==> src/rtl/pattern_seq_trigger.sv <==
// Multi-stage masked pattern sequencer: fires a registered WREN pulse when
// SDATA matches PAT/MASK slots 0..N-1 in order, with an optional inter-stage timeout.
module pattern_seq_trigger #(
  parameter int DW = 8,
  parameter int AW = 2,
  parameter int CW = 8
) (
  input  logic          CLK,
  input  logic          RST,
  input  logic          CFG_WE,
  input  logic          CFG_SEL,
  input  logic [AW-1:0] ABUS,
  input  logic [DW-1:0] DBUS,
  input  logic [DW-1:0] SDATA,
  input  logic          SVALID,
  input  logic          ARM,
  input  logic          MODE,
  input  logic [AW:0]   STAGES,
  input  logic [CW-1:0] TMO,
  output logic          WREN,
  output logic          BUSY,
  output logic [AW-1:0] STAGE,
  output logic [CW-1:0] HIT_CNT
);
  localparam int NSLOT = 1 << AW;

  typedef enum logic [1:0] {S_IDLE, S_SEARCH, S_DONE} state_t;

  state_t                   state_q, state_d;
  logic [AW-1:0]            stage_q, stage_d, last_stage;
  logic [CW-1:0]            timer_q, timer_d, timer_inc;
  logic [CW-1:0]            hit_q, hit_d;
  logic                     wren_q, wren_d;
  logic [NSLOT-1:0][DW-1:0] pat_q, mask_q;
  logic [NSLOT-1:0]         match_vec;
  logic                     cur_match;

  // Per-slot compare against the registered (pre-write) pattern and mask.
  for (genvar k = 0; k < NSLOT; k++) begin : g_slot
    assign match_vec[k] = ~|((SDATA ^ pat_q[k]) & ~mask_q[k]);
  end

  assign cur_match = SVALID & match_vec[stage_q];
  assign timer_inc = timer_q + CW'(1);

  // STAGES[AW] set means STAGES >= NSLOT, so the last stage clamps to NSLOT-1.
  always_comb begin
    if (STAGES == '0)    last_stage = '0;
    else if (STAGES[AW]) last_stage = '1;
    else                 last_stage = STAGES[AW-1:0] - AW'(1);
  end

  always_ff @(posedge CLK) begin
    if (RST) begin
      pat_q  <= '0;
      mask_q <= '0;
    end else if (CFG_WE) begin
      if (CFG_SEL) mask_q[ABUS] <= DBUS;
      else         pat_q[ABUS]  <= DBUS;
    end
  end

  always_ff @(posedge CLK) begin
    if (RST) begin
      state_q <= S_IDLE;
      stage_q <= '0;
      timer_q <= '0;
      hit_q   <= '0;
      wren_q  <= 1'b0;
    end else begin
      state_q <= state_d;
      stage_q <= stage_d;
      timer_q <= timer_d;
      hit_q   <= hit_d;
      wren_q  <= wren_d;
    end
  end

  always_comb begin
    state_d = state_q;
    stage_d = stage_q;
    timer_d = timer_q;
    hit_d   = hit_q;
    wren_d  = 1'b0;
    unique case (state_q)
      S_IDLE: begin
        stage_d = '0;
        timer_d = '0;
        if (ARM) state_d = S_SEARCH;
      end
      S_SEARCH: begin
        if (!ARM) begin
          state_d = S_IDLE;
          stage_d = '0;
          timer_d = '0;
        end else if (cur_match) begin
          timer_d = '0;
          if (stage_q == last_stage) begin
            wren_d  = 1'b1;
            stage_d = '0;
            if (hit_q != '1) hit_d = hit_q + CW'(1);
            if (!MODE) state_d = S_DONE;
          end else begin
            stage_d = stage_q + AW'(1);
          end
        end else if (stage_q != '0 && TMO != '0) begin
          // Timeout only applies once at least one stage has matched.
          if (timer_inc == TMO) begin
            stage_d = '0;
            timer_d = '0;
          end else begin
            timer_d = timer_inc;
          end
        end
      end
      S_DONE: begin
        if (!ARM) state_d = S_IDLE;
      end
      default: state_d = S_IDLE;
    endcase
  end

  assign WREN    = wren_q;
  assign BUSY    = (state_q == S_SEARCH);
  assign STAGE   = stage_q;
  assign HIT_CNT = hit_q;
endmodule
==> config.mk <==
export PLATFORM = sky130hd
export DESIGN_NAME = pattern_seq_trigger
export DESIGN_NICKNAME = d
export VERILOG_FILES = /design/src/rtl/pattern_seq_trigger.sv
export SDC_FILE = /design/constraint.sdc
export NUM_CORES = 1
export LEC_CHECK = 0
export ABC_AREA = 1
export CORE_UTILIZATION = 45
export CTS_CLUSTER_SIZE = 10
export DETAILED_ROUTE_END_ITERATION = 8
export MAX_ROUTING_LAYER = met4
export PLACE_DENSITY_LB_ADDON = 0.1
export SLEW_MARGIN = 20
export SYNTH_ARGS = -nofsm -noshare
export SYNTH_HDL_FRONTEND = slang
export SYNTH_SLANG_ARGS = --single-unit
==> constraint.sdc <==
create_clock -name CLK -period 2.3 [get_ports CLK]
set_input_delay 0.345 -clock CLK [delete_from_list [all_inputs] [get_ports CLK]]
set_output_delay 0.345 -clock CLK [all_outputs]
set_load 0.005 [all_outputs]
==> summary.txt, run 1 <==
Slew headroom -> 56.2%
Max cap viols -> 0
Most frequent cells in the layout -> nor2_1, nand2_1, dfxtp_1
Seq pwr share -> 48.1%
Least-Margin Pin Slew -> 0.657 ns
Top_reg_cell synth -> dfxtp_1
Setup clock skew after layout -> 0.0111 ns
Worst IR drop on VDD -> 0.310 mV
Vias in the first global route -> 3779
Wire per inst -> 13.0 um
CTS max path bufs -> 2
Post-DP HPWL -> 7.75 mm
Post-cts resize count -> 0
CP max FO -> 10
Syn_nets -> 697
Boundary Pins -> 48
Total number of vias -> 4194
Hold_buf cts -> 0
Clock share of power -> 35.5%
Hold Path Stages -> 2
CP endpoint kind -> flip-flop
Die ar. -> 9990 sq um
DR pass1 iterations -> 4
Cell-internal power -> 2.37 mW
Fin crit share -> 89.1%
Core ar. -> 9280 sq um
Layout fillers -> 950
RSZ-0062 raised after global routing -> false
GPL Wtd Cong -> 0.822
NumNets Final -> 751
Pins Over Slew Limit -> 0
Min Hold Slack -> 0.462 ns
Total global routing overflow -> 0
Worst min path class -> reg2reg
Status -> finished clean
PwrDens -> 635 nW/um^2
Synthesized flop and latch total -> 85
Syn avg cell area -> 6.57 sq um
Die X-Extent -> 100 um
Total wire length -> 11.0 mm
Cells on worst reg2reg path -> 11
Count of cell types in the netlist -> 31
Global Route Usage Sum -> 23.9%
Initial drt markers -> 254
Highest clock rate -> 488 MHz
Final setup fails -> 0
Startpoint class of the critical path -> flip-flop
Antenna Nets Post-Route -> 0
Die height -> 100 um
Combinational power share -> 16.4%
First-pass GRT wire length -> 18.0 mm
Share of the synthesized area in the top cell type -> 39.4%
Hold Violations, Final -> 0
Yosys warnings -> 0
H-tree Lvls -> 3
Placed cell area -> 4960 sq um
Leak Pwr -> 2.14 nW
Fin crit period -> 2.05 ns
Syn Inst Count -> 657
Starting Density -> 46.5%
Tot Pwr -> 3.29 mW
Synth async-reset ratio -> 0%
Finished Cell Area -> 5180 sq um
Clock Pin Slew Worst Setup and Hold Paths -> 0.09 ns
CTS tree -> done
Initial antenna violation count -> 0
EDFF count, synth -> 0
Sink Count -> 85
Syn-to-layout area delta -> 19.9%
Data arrival, critical path -> 2.35 ns
IO Port Bufs -> 47
Critical path class -> reg2reg
Largest net degree at the start of global routing -> 74
Register area share after synthesis -> 39.4%
# rows -> 35
Total CTS buffers -> 9
Most area-consuming cells after synthesis -> dfxtp_1, nor2_1, nand2_1
# DRC -> 0
Number of diodes -> 0
Root Buffer -> clkbuf_8
Yosys top cell by area -> dfxtp_1
Setup Buffers After CTS -> 0
Via density -> 4.97
Sw Pwr -> 915 uW
Required time worst endpoint -> 2.60 ns
Ratio of cells with drive above 1 in the final layout -> 5.87%
Area of the mapped netlist -> 4320 sq um
Most common cell after layout, fill and taps aside -> nor2_1
Sw frac -> 27.8%
Clk Latency, worst-skew pair -> 0.36 ns
metrics by stage:
step	util, %	setup WS [ns]	std cells	setup TNS, ns
2_1_floorplan	-	0.506	657	0
3_3_place_gp	53.5	-0.0586	829	-0.198
3_5_place_dp	53.5	-0.0755	829	-0.444
4_1_cts	55.8	0.221	844	0
5_1_grt	55.8	0.0110	844	0
6_report	55.8	0.251	844	0
layer usage:
layer | share of wire [%] | global-route usage [%] | wire [um] | vias to the layer above
met3 | 4.0 | 4.87 | 444 | 5
met5 | 0 | - | 0 | -
met2 | 50 | 42.3 | 5530 | 80
met4 | 0.57 | 4.86 | 63 | 0
li1 | - | - | - | 2191
met1 | 45 | 28.0 | 4940 | 1918
synthesized netlist by cell type (all sizes together), types with 4 or more instances:
master	count
nand2	131
nor2	138
nand3	28
nand3b	15
o21ai	81
nand4	6
nor3	4
ha	4
clkbuf	12
dfxtp	85
a21oi	43
inv	86
xor2	8
xnor2	5
cells by family (layout without fill, tap and decap cells):
logic type	after synthesis	in the layout	synth area share, %
AND/OR/NAND/NOR	327	327	33.0
adder cells (fa/ha/maj)	4	4	1.16
flip-flops	85	85	39.4
XOR/XNOR	13	13	2.64
AO/OA/AOI/OAI	126	126	14.7
buffers and inverters	102	160	9.07
power by group through the flow:
stage	registers (mW)	clock network [mW]	logic (mW)
after floorplan	1.60	0	0.354
after global placement	1.61	0	0.528
after detailed placement	1.61	0	0.537
after CTS	1.58	1.19	0.541
after global routing	1.59	1.27	0.611
final	1.58	1.17	0.540
state kept, by name, summed over array words and instances, names as in the netlist:
| register | cells |
|---|---|
| WREN | 1 |
| pat_q | 32 |
| state_q | 2 |
| HIT_CNT | 8 |
| timer_q | 8 |
| mask_q | 32 |
| STAGE | 2 |
area by class of cell:
type	count	area, sq um	area share (%)
clock buffer	10	128	2.47
clock inverter	5	85.1	1.64
inverter	88	330	6.38
multi-input combinational	470	2220	43.0
sequential	85	1700	32.9
tap	129	161	3.12
timing repair buffer	57	546	10.5
critical path, cell delays in order (launching register included):
cell,delay (ns)
dfxtp_1,0.43
ha_1,0.29
or2_2,0.30
a21oi_1,0.14
nand3_1,0.08
nor2_1,0.09
nand3_1,0.12
nand3_2,0.22
nand3_2,0.10
nand2_1,0.07
nand2_1,0.04
nor2_1,0.10
final timing paths:
path | endpoint | from | slack (ns)
min reg2reg | mask_q[27]$_SDFFE_PP0P_ | mask_q[27]$_SDFFE_PP0P_ | 0.46
min | mask_q[27]$_SDFFE_PP0P_ | mask_q[27]$_SDFFE_PP0P_ | 0.46
max | STAGE[1]$_SDFFE_PP0P_ | timer_q[0]$_SDFFE_PP0P_ | 0.25
max reg2reg | STAGE[1]$_SDFFE_PP0P_ | timer_q[0]$_SDFFE_PP0P_ | 0.25
Power figures use the tool's default switching activity.
==> run 2: changes to the inputs <==
--- a/config.mk
+++ b/config.mk
@@ -6,12 +6,13 @@
 export NUM_CORES = 1
 export LEC_CHECK = 0
 export ABC_AREA = 1
+export CAP_MARGIN = 10
 export CORE_UTILIZATION = 45
 export CTS_CLUSTER_SIZE = 10
 export DETAILED_ROUTE_END_ITERATION = 8
 export MAX_ROUTING_LAYER = met4
 export PLACE_DENSITY_LB_ADDON = 0.1
-export SLEW_MARGIN = 20
+export REMOVE_ABC_BUFFERS = 1
 export SYNTH_ARGS = -nofsm -noshare
 export SYNTH_HDL_FRONTEND = slang
 export SYNTH_SLANG_ARGS = --single-unit
==> summary.txt, run 2 (synthesized netlist as in run 1, its figures left out) <==
Status -> finished clean
Hold_buf cts -> 0
Fin crit period -> 2.04 ns
Vias in the first global route -> 3813
Total global routing overflow -> 0
GR met3 Demand/Resource -> 4.18%
Pins Over Slew Limit -> 0
Syn-to-layout area delta -> 20.1%
CP max FO -> 10
Fin crit share -> 88.7%
Die X-Extent -> 100 um
Sink Count -> 85
Layout fillers -> 950
Area occupied by multi-input gates -> 2230 sq um
Post-cts resize count -> 0
Total CTS buffers -> 9
Slew headroom -> 61.9%
CTS max path bufs -> 2
Number of placed cells counting well taps -> 833
Most frequent cells in the layout -> nor2_1, nand2_1, dfxtp_1
Tot Pwr -> 3.13 mW
Reg area -> 1700 sq um
Non-filler cells, final -> 849
# DRC -> 0
Core ar. -> 9280 sq um
Worst IR drop on VDD -> 0.360 mV
Initial drt markers -> 177
Highest clock rate -> 490 MHz
CP endpoint kind -> flip-flop
Clock Pin Slew Worst Setup and Hold Paths -> 0.10 ns
Reg2Reg Capture Point -> timer_q[2]$_SDFFE_PP0P_
Boundary Pins -> 48
First-pass GRT wire length -> 18.1 mm
Met1 GRT Util -> 29.1%
Clk Latency, worst-skew pair -> 0.36 ns
Crit Reg-Reg Startpoint -> timer_q[0]$_SDFFE_PP0P_
Util after Layout -> 55.9%
IO Port Bufs -> 47
Hold Path Stages -> 2
Worst reg2reg setup slack -> 0.26 ns
Total wire length -> 10.8 mm
Final setup fails -> 0
GPL Wtd Cong -> 0.782
Setup Buffers After CTS -> 0
Number of diodes -> 0
Cells on worst reg2reg path -> 10
Initial antenna violation count -> 0
PwrDens -> 603 nW/um^2
Die ar. -> 9990 sq um
Ratio of cells with drive above 1 in the final layout -> 6.67%
NumNets Final -> 755
Total number of vias -> 4197
Data arrival, critical path -> 2.28 ns
M2 GR Usage -> 40.8%
Worst min path class -> reg2reg
RSZ-0062 raised after global routing -> false
Global Route Usage Sum -> 23.7%
Startpoint class of the critical path -> flip-flop
Regs by FF count -> mask_q x32, pat_q x32
Required time worst endpoint -> 2.54 ns
Post-DP HPWL -> 7.69 mm
H-tree Lvls -> 3
Hold Crit Start -> mask_q[26]$_SDFFE_PP0P_
Post-Route Setup TNS -> 0 ns
Critical path class -> reg2reg
Root Buffer -> clkbuf_8
Least-Margin Pin Slew -> 0.570 ns
Starting Density -> 46.5%
Antenna Nets Post-Route -> 0
Leak Pwr -> 2.14 nW
# rows -> 35
Hold Violations, Final -> 0
Largest net degree at the start of global routing -> 52
CTS tree -> done
GR peak layer -> met2
Die height -> 100 um
DR pass1 iterations -> 5
Most common cell after layout, fill and taps aside -> nor2_1
Max cap viols -> 0
Via density -> 4.94
Setup clock skew after layout -> 0.0125 ns
Wire per inst -> 12.7 um
Worst Hold Path EP -> mask_q[26]$_SDFFE_PP0P_
[run 2: layout make-up]
| class | count | area share, % |
|---|---|---|
| sequential | 85 | 32.8 |
| tap | 129 | 3.11 |
| clock buffer | 10 | 2.65 |
| timing repair buffer | 61 | 11.1 |
| clock inverter | 6 | 0.917 |
| inverter | 88 | 6.37 |
| multi-input combinational | 470 | 43.0 |
[run 2: through the flow]
step	instance area [sq um]	hold slack, ns	setup slack (ns)
after floorplan	4260	0.414	0.498
after global placement	4990	0.440	-0.0442
after detailed placement	4990	0.445	-0.0924
after CTS	5180	0.460	0.212
after global routing	5190	0.484	0.0189
final	5190	0.458	0.260
[run 2: report_power, final]
group | switching [mW] | internal (mW) | total (mW)
sequential | 0.0443 | 1.54 | 1.58
combinational | 0.317 | 0.229 | 0.546
clock | 0.576 | 0.427 | 1.00
[run 2: worst max-delay path, cell delays in order (launching register included)]
cell,delay (ns)
dfxtp_1,0.42
ha_1,0.29
or2_2,0.31
a21oi_1,0.17
nand3_1,0.09
nor2_1,0.10
nand3_1,0.15
nand3_4,0.18
nor2_1,0.06
o21ai_1,0.12
nor2_1,0.05
[run 2: worst max path at each step]
stage,start,end,depth (start not counted)
3_5_place_dp,STAGES[0],HIT_CNT[6]$_SDFFE_PP0P_,14
4_1_cts,timer_q[0]$_SDFFE_PP0P_,STAGE[1]$_SDFFE_PP0P_,11
6_report,timer_q[0]$_SDFFE_PP0P_,timer_q[2]$_SDFFE_PP0P_,10
3_3_place_gp,SDATA[5],HIT_CNT[6]$_SDFFE_PP0P_,15
5_1_grt,timer_q[0]$_SDFFE_PP0P_,STAGE[1]$_SDFFE_PP0P_,10
2_1_floorplan,timer_q[0]$_SDFFE_PP0P_,STAGE[1]$_SDFFE_PP0P_,11
[run 2: routing by layer]
layer,wire [um],share of wire (%),vias up
met5,0,0,-
met4,47,0.44,0
li1,-,-,2199
met3,464,4.3,4
met1,5090,47,1917
met2,5170,48,77
==> run 3: changes to the inputs <==
--- a/config.mk
+++ b/config.mk
@@ -13,6 +13,8 @@
 export MAX_ROUTING_LAYER = met4
 export PLACE_DENSITY_LB_ADDON = 0.1
 export REMOVE_ABC_BUFFERS = 1
+export SLEW_MARGIN = 20
 export SYNTH_ARGS = -nofsm -noshare
 export SYNTH_HDL_FRONTEND = slang
 export SYNTH_SLANG_ARGS = --single-unit
+export TNS_END_PERCENT = 20
==> constraint.sdc (replaced) <==
create_clock -name CLK -period 2.3 [get_ports CLK]
set_input_delay 0.345 -clock CLK [delete_from_list [all_inputs] [get_ports CLK]]
set_output_delay 0.345 -clock CLK [all_outputs]
set_load 0.01 [all_outputs]
==> results of run 3 <==
The final DEF is identical to that of run 2. Status: finished clean.
